==> config.mk <==
export PLATFORM = sky130hd
export DESIGN_NAME = pipe_hazard_ctrl
export DESIGN_NICKNAME = d
export VERILOG_FILES = /design/src/rtl/pipe_hazard_ctrl.sv
export SDC_FILE = /design/constraint.sdc
export NUM_CORES = 1
export LEC_CHECK = 0
export BUFFER_PORTS_ARGS = -buffer_cell sky130_fd_sc_hd__buf_4
export CAP_MARGIN = 20
export CELL_PAD_IN_SITES_DETAIL_PLACEMENT = 1
export CELL_PAD_IN_SITES_GLOBAL_PLACEMENT = 1
export CORE_ASPECT_RATIO = 1.1
export CORE_MARGIN = 4
export CORE_UTILIZATION = 39
export DETAILED_ROUTE_END_ITERATION = 12
export PLACE_DENSITY = 0.87
export SKIP_CTS_REPAIR_TIMING = 1
export SYNTH_ARGS = -nofsm -noshare
export SYNTH_HDL_FRONTEND = slang
export SYNTH_SLANG_ARGS = --single-unit
export TNS_END_PERCENT = 50
==> constraint.sdc <==
create_clock -name clk -period 3.3 [get_ports clk]
set_input_delay 0.66 -clock clk [delete_from_list [all_inputs] [get_ports clk]]
set_output_delay 0.66 -clock clk [all_outputs]
set_load 0.02 [all_outputs]
==> src/rtl/pipe_hazard_ctrl.sv <==
// Pipeline hazard controller for the 5-stage 16-bit core: stage enables/flushes,
// EX-stage forwarding selects, data-memory wait sequencing and a stall counter.
module pipe_hazard_ctrl #(
   parameter int unsigned MEM_TIMEOUT = 8
) (
   input  logic       clk,
   input  logic       rst,
   input  logic [2:0] ifid_rs1,
   input  logic [2:0] ifid_rs2,
   input  logic       ifid_use_rs1,
   input  logic       ifid_use_rs2,
   input  logic [2:0] idex_rs1,
   input  logic [2:0] idex_rs2,
   input  logic [2:0] idex_rd,
   input  logic       idex_MemRead,
   input  logic [2:0] exmem_rd,
   input  logic       exmem_RegWrite,
   input  logic       exmem_MemRead,
   input  logic       exmem_MemWrite,
   input  logic [2:0] memwb_rd,
   input  logic       memwb_RegWrite,
   input  logic       branch_taken,
   input  logic       jump_id,
   input  logic       dmem_ready,
   output logic       pc_en,
   output logic       ifid_en,
   output logic       idex_en,
   output logic       exmem_en,
   output logic       memwb_en,
   output logic       ifid_flush,
   output logic       idex_flush,
   output logic       exmem_flush,
   output logic       memwb_flush,
   output logic [1:0] fwd_a,
   output logic [1:0] fwd_b,
   output logic       dmem_req,
   output logic       dmem_err,
   output logic [15:0] stall_cycles,
   output logic [1:0] fsm_state
);

   // Memory handshake: dmem_req stays high while the MEM-stage access is
   // outstanding; the access completes in the cycle dmem_ready is seen high
   // together with dmem_req. Dropping req without ready means abort.
   typedef enum logic [1:0] {
      INIT     = 2'd0,
      RUN      = 2'd1,
      MEM_WAIT = 2'd2
   } state_t;

   localparam logic [7:0] TIMEOUT_CNT = 8'(MEM_TIMEOUT);

   state_t     state, state_nxt;
   logic [7:0] wait_cnt, wait_cnt_nxt;
   logic       err_set;
   logic       memop;
   logic       load_use;
   logic       ex_ok, wb_ok;
   logic       rel_pc_en, rel_ifid_en, rel_ifid_flush, rel_idex_flush;

   assign fsm_state = state;
   assign memop     = exmem_MemRead | exmem_MemWrite;
   assign ex_ok     = exmem_RegWrite && !exmem_MemRead && (exmem_rd != 3'd0);
   assign wb_ok     = memwb_RegWrite && (memwb_rd != 3'd0);
   assign load_use  = idex_MemRead && (idex_rd != 3'd0) &&
                      ((ifid_use_rs1 && (ifid_rs1 == idex_rd)) ||
                       (ifid_use_rs2 && (ifid_rs2 == idex_rd)));

   // Control-flow strobes used whenever the pipe is not frozen by memory.
   always_comb begin
      rel_pc_en      = 1'b1;
      rel_ifid_en    = 1'b1;
      rel_ifid_flush = 1'b0;
      rel_idex_flush = 1'b0;
      if (branch_taken) begin
         rel_ifid_flush = 1'b1;
         rel_idex_flush = 1'b1;
      end else if (load_use) begin
         rel_pc_en      = 1'b0;
         rel_ifid_en    = 1'b0;
         rel_idex_flush = 1'b1;
      end else if (jump_id) begin
         rel_ifid_flush = 1'b1;
      end
   end

   always_comb begin
      fwd_a = 2'b00;
      fwd_b = 2'b00;
      if (state == RUN || state == MEM_WAIT) begin
         if (ex_ok && exmem_rd == idex_rs1)      fwd_a = 2'b10;
         else if (wb_ok && memwb_rd == idex_rs1) fwd_a = 2'b01;
         if (ex_ok && exmem_rd == idex_rs2)      fwd_b = 2'b10;
         else if (wb_ok && memwb_rd == idex_rs2) fwd_b = 2'b01;
      end
   end

   always_comb begin
      state_nxt    = state;
      wait_cnt_nxt = wait_cnt;
      err_set      = 1'b0;
      dmem_req     = 1'b0;
      pc_en        = rel_pc_en;
      ifid_en      = rel_ifid_en;
      idex_en      = 1'b1;
      exmem_en     = 1'b1;
      memwb_en     = 1'b1;
      ifid_flush   = rel_ifid_flush;
      idex_flush   = rel_idex_flush;
      exmem_flush  = 1'b0;
      memwb_flush  = 1'b0;
      case (state)
         RUN: begin
            dmem_req = memop;
            if (memop && !dmem_ready) begin
               state_nxt    = MEM_WAIT;
               wait_cnt_nxt = 8'd1;
            end
         end
         MEM_WAIT: begin
            dmem_req = 1'b1;
            if (dmem_ready) begin
               state_nxt    = RUN;
               wait_cnt_nxt = 8'd0;
            end else if (wait_cnt == TIMEOUT_CNT) begin
               state_nxt    = RUN;
               wait_cnt_nxt = 8'd0;
               err_set      = 1'b1;
               exmem_flush  = 1'b1;
            end else begin
               wait_cnt_nxt = wait_cnt + 8'd1;
            end
         end
         default: begin
            state_nxt    = RUN;
            wait_cnt_nxt = 8'd0;
            pc_en        = 1'b0;
            ifid_en      = 1'b0;
            idex_en      = 1'b0;
            exmem_en     = 1'b0;
            memwb_en     = 1'b0;
            ifid_flush   = 1'b1;
            idex_flush   = 1'b1;
            exmem_flush  = 1'b1;
            memwb_flush  = 1'b1;
         end
      endcase

      // Memory freeze: only WB drains, receiving a bubble.
      if ((state == RUN && memop && !dmem_ready) ||
          (state == MEM_WAIT && !dmem_ready)) begin
         pc_en       = 1'b0;
         ifid_en     = 1'b0;
         idex_en     = 1'b0;
         exmem_en    = 1'b0;
         memwb_en    = 1'b1;
         ifid_flush  = 1'b0;
         idex_flush  = 1'b0;
         memwb_flush = 1'b1;
      end
   end

   always_ff @(posedge clk or posedge rst) begin
      if (rst) begin
         state        <= INIT;
         wait_cnt     <= 8'd0;
         dmem_err     <= 1'b0;
         stall_cycles <= 16'd0;
      end else begin
         state    <= state_nxt;
         wait_cnt <= wait_cnt_nxt;
         if (err_set) dmem_err <= 1'b1;
         if ((state == RUN || state == MEM_WAIT) && !pc_en && stall_cycles != 16'hFFFF)
            stall_cycles <= stall_cycles + 16'd1;
      end
   end

endmodule

# Word-level counts from Yosys, hierarchy flattened
# Index checks and enable logic that the tools add are counted.
# classes
n_eq_ne,12
n_reduce_logical,28
addsub,2
multipliers,0
bitwise,1
order_cmp,0
div,0
muxes,37
shifts,0
# op_table
operator,n
8-bit two-way mux,3
1-bit two-way mux,23
3-bit equality test,6
1-bit logical AND,17
16-bit by 1-bit adder with 16-bit output (second input constant),1
16-bit != test (second input constant),1
8-bit one-hot mux with 2 select lines,1
2-bit two-way mux,7
3-bit nonzero test,3
8-bit by 1-bit adder with 8-bit output (second input constant),1
8-bit by 4-bit equality test with 1-bit output (second input constant),1
1-bit one-hot mux with 2 select lines,2
2-bit one-hot mux with 2 select lines,1
1-bit zero test,3
1-bit logical OR,3
3-bit by 2-bit != test with 1-bit output (second input constant),1
2-bit by 1-bit equality test with 1-bit output (second input constant),1
2-bit equality test (second input constant),1
2-bit by 1-bit != test with 1-bit output (second input constant),1
2-bit AND reduction,1
2-bit OR reduction,1
1-bit OR,1
# totals
input_bits,33
romBits,0
n_memories,0
latch_bits,0
ramBits,0
regBits,27

# Longest topological paths before layout
# Gate-level depths: netlist (run 1).
# logic_depth
depth_word,11
depth_mapped,9

# Least setup slack after synthesis (run 1)
# OpenSTA, ideal clock, no wires.
# synth_timing
kind,register to output
start,register state[1] (netlist: fsm_state[1])
end,output pc_en
n_path_buf,1
arrival_ns,2.260
path_stages_with_launch,10
t_required_ns,2.640
setup_slack_ns,0.380
path_cell_list,dfrtp_1 > inv_1 > ha_1 > o21a_1 > nor2_1 > nor2_2 > nor2_1 > inv_1 > nor2_1 > buf_4
# synth_between
elab_chain_len,5
# synth_lines
item,line,source
start: declaration,53,"state_t state, state_nxt;"
start signal: assignment,170,state <= state_nxt;
2-bit by 1-bit equality test with 1-bit output,--,
1-bit logical AND (2 in series),150,if ((state == RUN && memop && !dmem_ready) ||
1-bit logical OR,150,
1-bit two-way mux (*),--,
end: declaration,25,"output logic pc_en,"
# Mark *: on every way between the ends. The rest lies on a longest branch, timed or not.

# Worst setup path in the final report (run 1)
# layout_timing
start,register state[0] (netlist: fsm_state[0])
end,output fwd_b[0]
# layout_between
elab_chain_len,3
# layout_lines
item,line,source
2-bit by 1-bit equality test with 1-bit output / 2-bit equality test (equally long branches),90,if (state == RUN || state == MEM_WAIT) begin
1-bit logical OR (*),90,
2-bit two-way mux (*),90,
end: declaration,35,"output logic [1:0] fwd_b,"
# Marks and branches as above.

==> out/metrics.cfg, run 1 <==
[floorplan]
core_region_area_um2 = 4380
io_pins = 66
dieArea_um2 = 5760
die_x_um = 72.7
row_count = 25
start_util_pct = 41.1
die_h_um = 79.2

[clock_tree]
path_clk_slew_ns = 0.10
cts_max_level = 1
cts_tree = done
root_buffer = clkbuf_8
cts_buffers = 3
clock-sinks = 27
clk-insertion-delay-late_ns = 0.27
cts_max_path_buffers = 2

[route]
drt_iter0_drc = 46
viasPerCell = 5.22
antenna_left = 0
drc_errors = 0
firstDrtPassIters = 4
routed_wl_mm = 5.09
top_layer = met4
met3_length_um = 147
wl_met1_mm = 2.07
vias = 1619
wl_met2_mm = 2.83
wl_per_cell_um = 16.4

[setup_path]
endpoint_kind = output pin
worst_setup_path_start_kind = register
r2r_cells = 8
path_max_fanout = 7
cp_common_cell = inv_1
slowest_delay_ns = 0.43
r2r-start = fsm_state[0]
critPathSlowestCell = ha_1
path_buf_inv = 3
cp.arrival_ns = 2.04
path_class = reg -> out
cp.required_ns = 2.64
cp_cell_sequence = inv_1 > ha_1 > inv_1 > o311ai_0 > nor3_1 > buf_4
cp_top_family = buffers and inverters
reg2reg_slack_ns = 1.22
timing.rr.end = stall_cycles[8]

[synthesis]
syn_nets = 226
synth_top_area_share_pct = 37.6
ys_ff_latch = 27
syn_area_um2 = 1800
syn_area_per_cell_um2 = 9.56
yosys-top-cells-count = dfrtp_1 (27), nor2_1 (21), xor2_1 (21)
synth_async_sr_flop_share_pct = 100
synthFlopType = dfrtp_1
ys_types = 41
yosysWarnings = 0
yosys.area.top_type = dfrtp_1
ys_top_cells_by_area = dfrtp_1 (38%), xor2_1 (10%), xnor2_1 (7.3%)
synth_edf_count = 0
seq_area_frac_synth_pct = 37.6
yosysMostFrequentCell = dfrtp_1
synth_cells = 188

[finish]
nFillCells = 527
fin_util_pct = 55.2
n_antenna_cell = 0
ff_latch_area_um2 = 676
layout-drive-gt1-share_pct = 34.0
post-route-cell-area_um2 = 2420
syn_to_final_growth_pct = 34.4
multiInputGateArea_um2 = 1070
fin_cells = 310
layout.nets = 295

[sta]
fmax_ghz = 0.371
worst_clock_skew_ns = 0.00258
worst_pin_slew_ns = 0.436
holdWs_ns = 0.369
finalCritPeriodShare_pct = 81.7
report.final.setup_viol = 0
fin_ws_ns = 0.603
finalSetupTns_ns = 0
min_period_ns = 2.70
slew_violations = 0
relSlewSlack_pct = 70.6
hold_violations = 0
rsz0062_at_grt = no

[placed_design]
postPlaceCellArea_um2 = 2340
portBuffers = 65
dp_cells = 305
dp_slack_ns = 0.793
place_hpwl_mm = 3.97
gp_congestion = 0.783

[pwr]
ir_drop_mv = 0.473
report.power.total_mw = 1.59
p_leak_nw = 1.16
p_per_area_nw_per_um2 = 659

[run]
maxCapViolCount = 0

[global_routing]
first_global_vias = 1799
track_usage_pct = 18.6
grt_pass1_wl_mm = 8.60
grt_overflow_total = 0
grt_start_max_net_pins = 28
antenna_found_initial = 0

[run_status]
status = finished clean

[hold_path]
hold_path_class = in -> async

state kept, by name (all words and copies together) (netlist names):
signal and flops:
wait_cnt 8, dmem_err 1, fsm_state 2, stall_cycles 16
cell families after synthesis:
group / after synthesis / share of synthesized area, %
and+or+nand+nor: 82 / 26.7
xor gates and xnor gates: 36 / 17.5
DFF: 27 / 37.6
AOI/OAI and AO/OA: 23 / 9.74
buffers and inverters: 12 / 2.92
adders and majority gates: 5 / 3.48
muxes: 3 / 2.09
layout by cell type (no fill, tap or decap), types with 2 or more instances in the layout:
master | netlist | final
nor3_1 | 7 | 7
nor2_1 | 21 | 21
xnor2_1 | 15 | 15
o21bai_1 | 3 | 3
and3_1 | 2 | 2
clkbuf_8 | 0 | 3
o21ai_0 | 3 | 3
a21oi_1 | 6 | 6
nor2_4 | 2 | 2
nand3_2 | 2 | 2
xor2_1 | 21 | 21
mux2_1 | 2 | 2
and2_1 | 2 | 2
inv_1 | 9 | 9
nor3_2 | 3 | 3
o31a_1 | 2 | 2
buf_4 | 2 | 66
nand4_1 | 8 | 8
ha_1 | 5 | 5
o311ai_0 | 2 | 2
nand2_1 | 10 | 10
nand3_1 | 10 | 10
nand2b_1 | 3 | 3
dfrtp_1 | 27 | 27
nor4_1 | 2 | 2
o22ai_1 | 2 | 2
o21a_1 | 2 | 2
report_power, final:
part	internal, mW	leakage [nW]	switching (mW)	total (mW)
Clock	0.0846	0.0255	0.108	0.192
Combinational	0.379	0.775	0.565	0.945
Sequential	0.383	0.363	0.0709	0.454
layer usage:
| metal | GRT usage [%] | up-vias |
|---|---|---|
| met2 | 34.4 | 24 |
| li1 | - | 786 |
| met4 | 5.35 | 0 |
| met5 | 0 | - |
| met3 | 1.90 | 4 |
| met1 | 22.2 | 805 |
how the worst max path moves through the flow:
| stage | slack [ns] | end | depth (start not counted) | start |
|---|---|---|---|---|
| 2_1_floorplan | 0.38 | pc_en | 9 | fsm_state[1] |
| 3_3_place_gp | 0.90 | ifid_en | 8 | exmem_MemRead |
| 3_5_place_dp | 0.79 | ifid_en | 8 | exmem_MemRead |
| 4_1_cts | 0.58 | fwd_b[0] | 6 | fsm_state[0] |
| 5_1_grt | 0.44 | ifid_en | 9 | fsm_state[1] |
| 6_report | 0.60 | fwd_b[0] | 6 | fsm_state[0] |
final cells by class:
type / count / area share (%)
Clock buffer: 3 / 1.71
Clock inverter: 1 / 0.207
Inverter: 9 / 1.40
Multi-Input combinational cell: 149 / 44.3
Sequential cell: 27 / 28.0
Tap cell: 54 / 2.80
Timing Repair Buffer: 67 / 21.6
(Power assumes the default switching activity.)
==> inputs of run 2 (changes only) <==
--- a/config.mk
+++ b/config.mk
@@ -11,9 +11,9 @@
 export CELL_PAD_IN_SITES_GLOBAL_PLACEMENT = 1
 export CORE_ASPECT_RATIO = 1.1
 export CORE_MARGIN = 4
-export CORE_UTILIZATION = 39
+export CORE_UTILIZATION = 36
 export DETAILED_ROUTE_END_ITERATION = 12
-export PLACE_DENSITY = 0.87
+export PLACE_DENSITY = 0.81
 export SKIP_CTS_REPAIR_TIMING = 1
 export SYNTH_ARGS = -nofsm -noshare
 export SYNTH_HDL_FRONTEND = slang
==> constraint.sdc (replaced) <==
create_clock -name clk -period 2.8 [get_ports clk]
set_input_delay 0.56 -clock clk [delete_from_list [all_inputs] [get_ports clk]]
set_output_delay 0.56 -clock clk [all_outputs]
set_load 0.02 [all_outputs]
==> out/metrics.cfg, run 2 (synthesized netlist as in run 1, its figures left out) <==
[finish]
multiInputGateArea_um2 = 1070  ; +0.47%
layout-drive-gt1-share_pct = 34.8  ; +0.78 points
largest_register = stall_cycles
syn_to_final_growth_pct = 33.9
final_cell_mix = buf_4 (67), dfrtp_1 (27), xor2_1 (21), nor2_1 (19), xnor2_1 (15)
largest_reg_flops = 16  ; unchanged
layout.nets = 295  ; unchanged
layout_commonest_cell = buf_4
nFillCells = 571  ; +8.3%
n_antenna_cell = 0  ; unchanged
ff_latch_area_um2 = 676  ; unchanged
fin_cells = 312  ; +0.65%

[clock_tree]
root_buffer = clkbuf_8
clock-sinks = 27  ; unchanged
cts_max_path_buffers = 2  ; unchanged
clk-insertion-delay-late_ns = 0.28  ; about the same
path_clk_slew_ns = 0.11  ; about the same
cts_tree = done
cts_buffers = 3  ; unchanged
cts_max_level = 1  ; unchanged

[sta]
worst_pin_slew_ns = 0.544  ; +0.108 ns
report.final.setup_viol = 0  ; unchanged
relSlewSlack_pct = 63.3  ; -7.3 points
min_period_ns = 2.60
fin_ws_ns = 0.202  ; -0.401 ns
hold_violations = 0  ; unchanged
finalSetupTns_ns = 0  ; unchanged
fmax_ghz = 0.385
worst_clock_skew_ns = 0.0102  ; +0.00760 ns
finalCritPeriodShare_pct = 92.8
slew_violations = 0  ; unchanged
rsz0062_at_grt = no

[floorplan]
die_x_um = 75.4  ; +3.6%
dieArea_um2 = 6190  ; +7.4%
start_util_pct = 37.9  ; -3.2 points
row_count = 26  ; +4.0%
die_h_um = 82.1  ; +3.7%
core_region_area_um2 = 4750  ; +8.5%
io_pins = 66  ; unchanged

[setup_path]
path_max_fanout = 7  ; unchanged
endpoint_kind = output pin
cp_cell_sequence = inv_1 > ha_1 > inv_1 > o311ai_0 > nor3_1 > buf_4
cp_top_family = buffers and inverters
cp_common_cell = inv_1
cp.required_ns = 2.24  ; -0.40 ns
cp.arrival_ns = 2.04  ; about the same
critPathSlowestCell = ha_1
worst_setup_path_start_kind = register
path_class = reg -> out
slowest_delay_ns = 0.44  ; about the same
path_buf_inv = 3  ; unchanged

[pwr]
switching_share_pct = 46.4  ; -0.36 points
internal_power_mw = 1.01  ; +19%
power_frac_seq_pct = 28.5  ; about the same
netSwitchingPower_mw = 0.872  ; +17%
p_per_area_nw_per_um2 = 780  ; +18%
power_frac_clock_pct = 12.7  ; +0.6 points
p_leak_nw = 1.16  ; -0.60%
combPwrFrac_pct = 58.8  ; -0.6 points
ir_drop_mv = 0.583  ; +23%

[placed_design]
place_hpwl_mm = 3.93  ; -1.1%
dp_slack_ns = 0.495  ; -0.298 ns
gp_congestion = 0.772  ; -1.4%
portBuffers = 65  ; unchanged
dp_cells = 308  ; +0.98%

[global_routing]
grt_pass1_wl_mm = 7.85  ; -8.7%
grt_overflow_total = 0  ; unchanged
first_global_vias = 1683  ; -6.4%
antenna_found_initial = 0  ; unchanged
grt_start_max_net_pins = 28  ; unchanged
track_usage_pct = 16.2  ; -2.4 points

[run_status]
status = finished clean

[route]
viasPerCell = 5.15  ; -1.4%
vias = 1607  ; -0.74%
routed_wl_mm = 4.78  ; -6.0%
drt_iter0_drc = 42  ; -8.7%
wl_per_cell_um = 15.3  ; -6.6%
firstDrtPassIters = 3  ; -1
drc_errors = 0  ; unchanged
antenna_left = 0  ; unchanged

[run]
maxCapViolCount = 0  ; unchanged

[hold_path]
hold_path_class = in -> async

run 2: changes by cell type in the layout (fill, tap and decap cells not counted):
cell      delta
nor2_1       -2
nor2_2       +2
buf_16       -1
buf_4        +1
clkinv_2     -1
inv_6        +1
run 2: layout make-up:
cell class / instances / share of cell area [%]
timing repair buffer: 67 / 20.9
clock buffer: 3 / 1.72
inverter: 9 / 1.40
clock inverter: 1 / 0.364
tap: 56 / 2.91
multi-input combinational: 149 / 44.6
sequential: 27 / 28.1
run 2: worst register-to-register path, delay by kind of cell (launching register included):
kind	cells	cell delay (ns)
buffers and inverters	2	0.28
AOI/OAI and AO/OA	1	0.39
adders and majority gates	1	0.49
and+or+nand+nor	1	0.10
muxes	1	0.34
DFF	1	0.39
run 2: per-layer routing:
layer	routed length [um]	track usage (%)	part of all wire (%)	up-vias
met5	0	0	0	-
met1	1920	19.3	40	779
met2	2610	29.5	55	33
met4	65	4.20	1.4	0
li1	-	-	-	787
met3	184	2.78	3.8	8
run 2: final timing paths:
| check | startpoint | end | slack (ns) | depth (start not counted) |
|---|---|---|---|---|
| worst max-delay path | fsm_state[0] | fwd_b[0] | 0.20 | 6 |
| worst min-delay path | rst | wait_cnt[6] | 0.33 | 3 |
| worst max register to register | fsm_state[0] | stall_cycles[10] | 0.71 | 6 |
| worst min register to register | dmem_err | dmem_err | 0.50 | 1 |
| max in group asynchronous | rst | stall_cycles[2] | 2.19 | 3 |
| min in group clk | dmem_err | dmem_err | 0.50 | 1 |
run 2: power groups by stage:
stage | sequential, mW | combinational, mW | clock [mW]
2_1_floorplan | 0.587 | 0.643 | 0
3_3_place_gp | 0.542 | 1.08 | 0
3_5_place_dp | 0.544 | 1.11 | 0
4_1_cts | 0.536 | 1.12 | 0.252
5_1_grt | 0.550 | 1.21 | 0.267
6_report | 0.535 | 1.11 | 0.239
run 2: stage by stage:
step | hold WS, ns | utilization [%] | power [mW] | area, um2
after floorplan | 0.505 | - | 1.23 | 1800
after global placement | 0.465 | 49.6 | 1.63 | 2350
after detailed placement | 0.480 | 49.6 | 1.65 | 2350
after CTS | 0.345 | 50.6 | 1.90 | 2400
after global routing | 0.368 | 50.7 | 2.02 | 2410
final | 0.334 | 50.7 | 1.88 | 2410
==> inputs of run 3 (changes only) <==
--- a/config.mk
+++ b/config.mk
@@ -5,12 +5,11 @@
 export SDC_FILE = /design/constraint.sdc
 export NUM_CORES = 1
 export LEC_CHECK = 0
-export BUFFER_PORTS_ARGS = -buffer_cell sky130_fd_sc_hd__buf_4
-export CAP_MARGIN = 20
+export BUFFER_PORTS_ARGS = -buffer_cell sky130_fd_sc_hd__clkbuf_2
 export CELL_PAD_IN_SITES_DETAIL_PLACEMENT = 1
 export CELL_PAD_IN_SITES_GLOBAL_PLACEMENT = 1
 export CORE_ASPECT_RATIO = 1.1
-export CORE_MARGIN = 4
+export CORE_MARGIN = 5
 export CORE_UTILIZATION = 36
 export DETAILED_ROUTE_END_ITERATION = 12
 export PLACE_DENSITY = 0.81
==> out/metrics.cfg, run 3 (synthesized netlist as in run 1, its figures left out) <==
[hold_path]
hold_path_class = in -> async

[sta]
report.final.setup_viol = 0  ; unchanged
finalCritPeriodShare_pct = 92.2  ; -0.56 points
fin_ws_ns = 0.218  ; +0.0157 ns
finalSetupTns_ns = 0  ; unchanged
worst_clock_skew_ns = 0.00874  ; -0.00143 ns
hold_violations = 0  ; unchanged
worst_pin_slew_ns = 0.481  ; -0.0632 ns
fmax_ghz = 0.387  ; +0.61%
min_period_ns = 2.58  ; -0.0157 ns
relSlewSlack_pct = 67.5  ; +4.3 points
rsz0062_at_grt = no
slew_violations = 0  ; unchanged

[setup_path]
cp.arrival_ns = 2.02  ; -0.02 ns
endpoint_kind = output pin
timing.rr.end = stall_cycles[14]
cp_common_cell = inv_1
r2r-start = fsm_state[1]
r2r_cells = 8  ; +2
path_max_fanout = 7  ; unchanged
slowest_delay_ns = 0.42  ; -0.02 ns
reg2reg_slack_ns = 0.78  ; +0.07 ns
path_class = reg -> out
cp.required_ns = 2.24  ; about the same
critPathSlowestCell = ha_1
worst_setup_path_start_kind = register
cp_cell_sequence = inv_1 > ha_1 > inv_1 > o311ai_0 > nor3_1 > clkbuf_2

[run_status]
status = finished clean

[global_routing]
first_global_vias = 1705  ; +1.3%
grt_overflow_total = 0  ; unchanged
grt_start_max_net_pins = 28  ; unchanged
antenna_found_initial = 0  ; unchanged
track_usage_pct = 14.2  ; -2.0 points
grt_pass1_wl_mm = 7.79  ; -0.79%

[pwr]
ir_drop_mv = 0.593  ; +1.6%
p_leak_nw = 1.11  ; -4.3%
p_per_area_nw_per_um2 = 777  ; -0.38%

[placed_design]
dp_cells = 310  ; +0.65%
dp_slack_ns = 0.479  ; -0.0166 ns
gp_congestion = 0.778  ; +0.71%
place_hpwl_mm = 3.88  ; -1.2%
postPlaceCellArea_um2 = 2190  ; -6.8%
portBuffers = 65  ; unchanged

[route]
wl_met1_mm = 1.87  ; -2.8%
wl_per_cell_um = 14.8  ; -3.3%
wl_met2_mm = 2.53  ; -3.2%
met3_length_um = 230  ; +25%
drc_errors = 0  ; unchanged
drt_iter0_drc = 45  ; +7.1%
routed_wl_mm = 4.66  ; -2.7%
top_layer = met4
viasPerCell = 5.23  ; +1.6%
vias = 1643  ; +2.2%
firstDrtPassIters = 4  ; +1
antenna_left = 0  ; unchanged

[finish]
fin_cells = 314  ; +0.64%
layout_commonest_cell = clkbuf_2
post-route-cell-area_um2 = 2240  ; -6.8%
syn_to_final_growth_pct = 24.8
layout-drive-gt1-share_pct = 34.4  ; -0.39 points
largest_reg_flops = 16  ; unchanged
final_cell_mix = clkbuf_2 (65), dfrtp_1 (27), xor2_1 (21), nor2_1 (20), xnor2_1 (15)
n_antenna_cell = 0  ; unchanged
layout.nets = 295  ; unchanged
largest_register = stall_cycles

[floorplan]
start_util_pct = 36.5  ; -1.4 points
dieArea_um2 = 6510  ; +5.2%
io_pins = 66  ; unchanged
die_x_um = 77.4  ; +2.7%
row_count = 27  ; +3.8%
core_region_area_um2 = 4930  ; +3.8%
die_h_um = 84.1  ; +2.4%

[run]
maxCapViolCount = 0  ; unchanged

[clock_tree]
path_clk_slew_ns = 0.10  ; about the same
cts_buffers = 3  ; unchanged
clock-sinks = 27  ; unchanged
cts_max_level = 1  ; unchanged
cts_max_path_buffers = 2  ; unchanged
clk-insertion-delay-late_ns = 0.28  ; about the same
cts_tree = done
root_buffer = clkbuf_8

[run 3: how the worst max path moves through the flow]
stage	startpoint	end	slack (ns)
4_1_cts	fsm_state[0]	fwd_b[0]	0.17
6_report	fsm_state[0]	fwd_b[0]	0.22
5_1_grt	fsm_state[0]	fwd_b[0]	0.005
3_3_place_gp	exmem_MemRead	fwd_b[1]	0.56
2_1_floorplan	fsm_state[1]	pc_en	0.08
3_5_place_dp	fsm_state[0]	fwd_b[0]	0.48
[run 3: layout make-up]
cell class                      count  area, um2
Clock inverter                      1       7.51
Sequential cell                    27        676
Multi-Input combinational cell    149       1070
Clock buffer                        3       41.3
Fill cell                         589       2690
Timing Repair Buffer               67        340
Tap cell                           58       72.6
Inverter                            9       33.8
[run 3: metrics by stage]
stage	util, %	hold WS, ns	total power [mW]
finish	45.5	0.304	1.74
global route	45.5	0.342	1.87
CTS	45.5	0.311	1.77
detailed placement	44.5	0.471	1.54
global placement	44.5	0.462	1.51
floorplan	-	0.505	1.23
[run 3: power by group]
part | internal (mW) | total, mW | switching (mW)
registers | 0.451 | 0.533 | 0.0819
clock network | 0.101 | 0.234 | 0.133
logic | 0.337 | 0.976 | 0.640
[run 3: routing by layer]
layer | track usage (%) | vias to the layer above
met5 | 0 | -
met4 | 1.88 | 0
met3 | 3.78 | 4
met2 | 25.8 | 38
met1 | 16.9 | 810
li1 | - | 791
[run 3: critical path, delay by kind of cell, from the launching register on]
kind	cells	cell delay (ns)
compound gates	1	0.22
fa+ha+maj	1	0.42
buf+inv	3	0.50
flops	1	0.38
simple gates	1	0.23
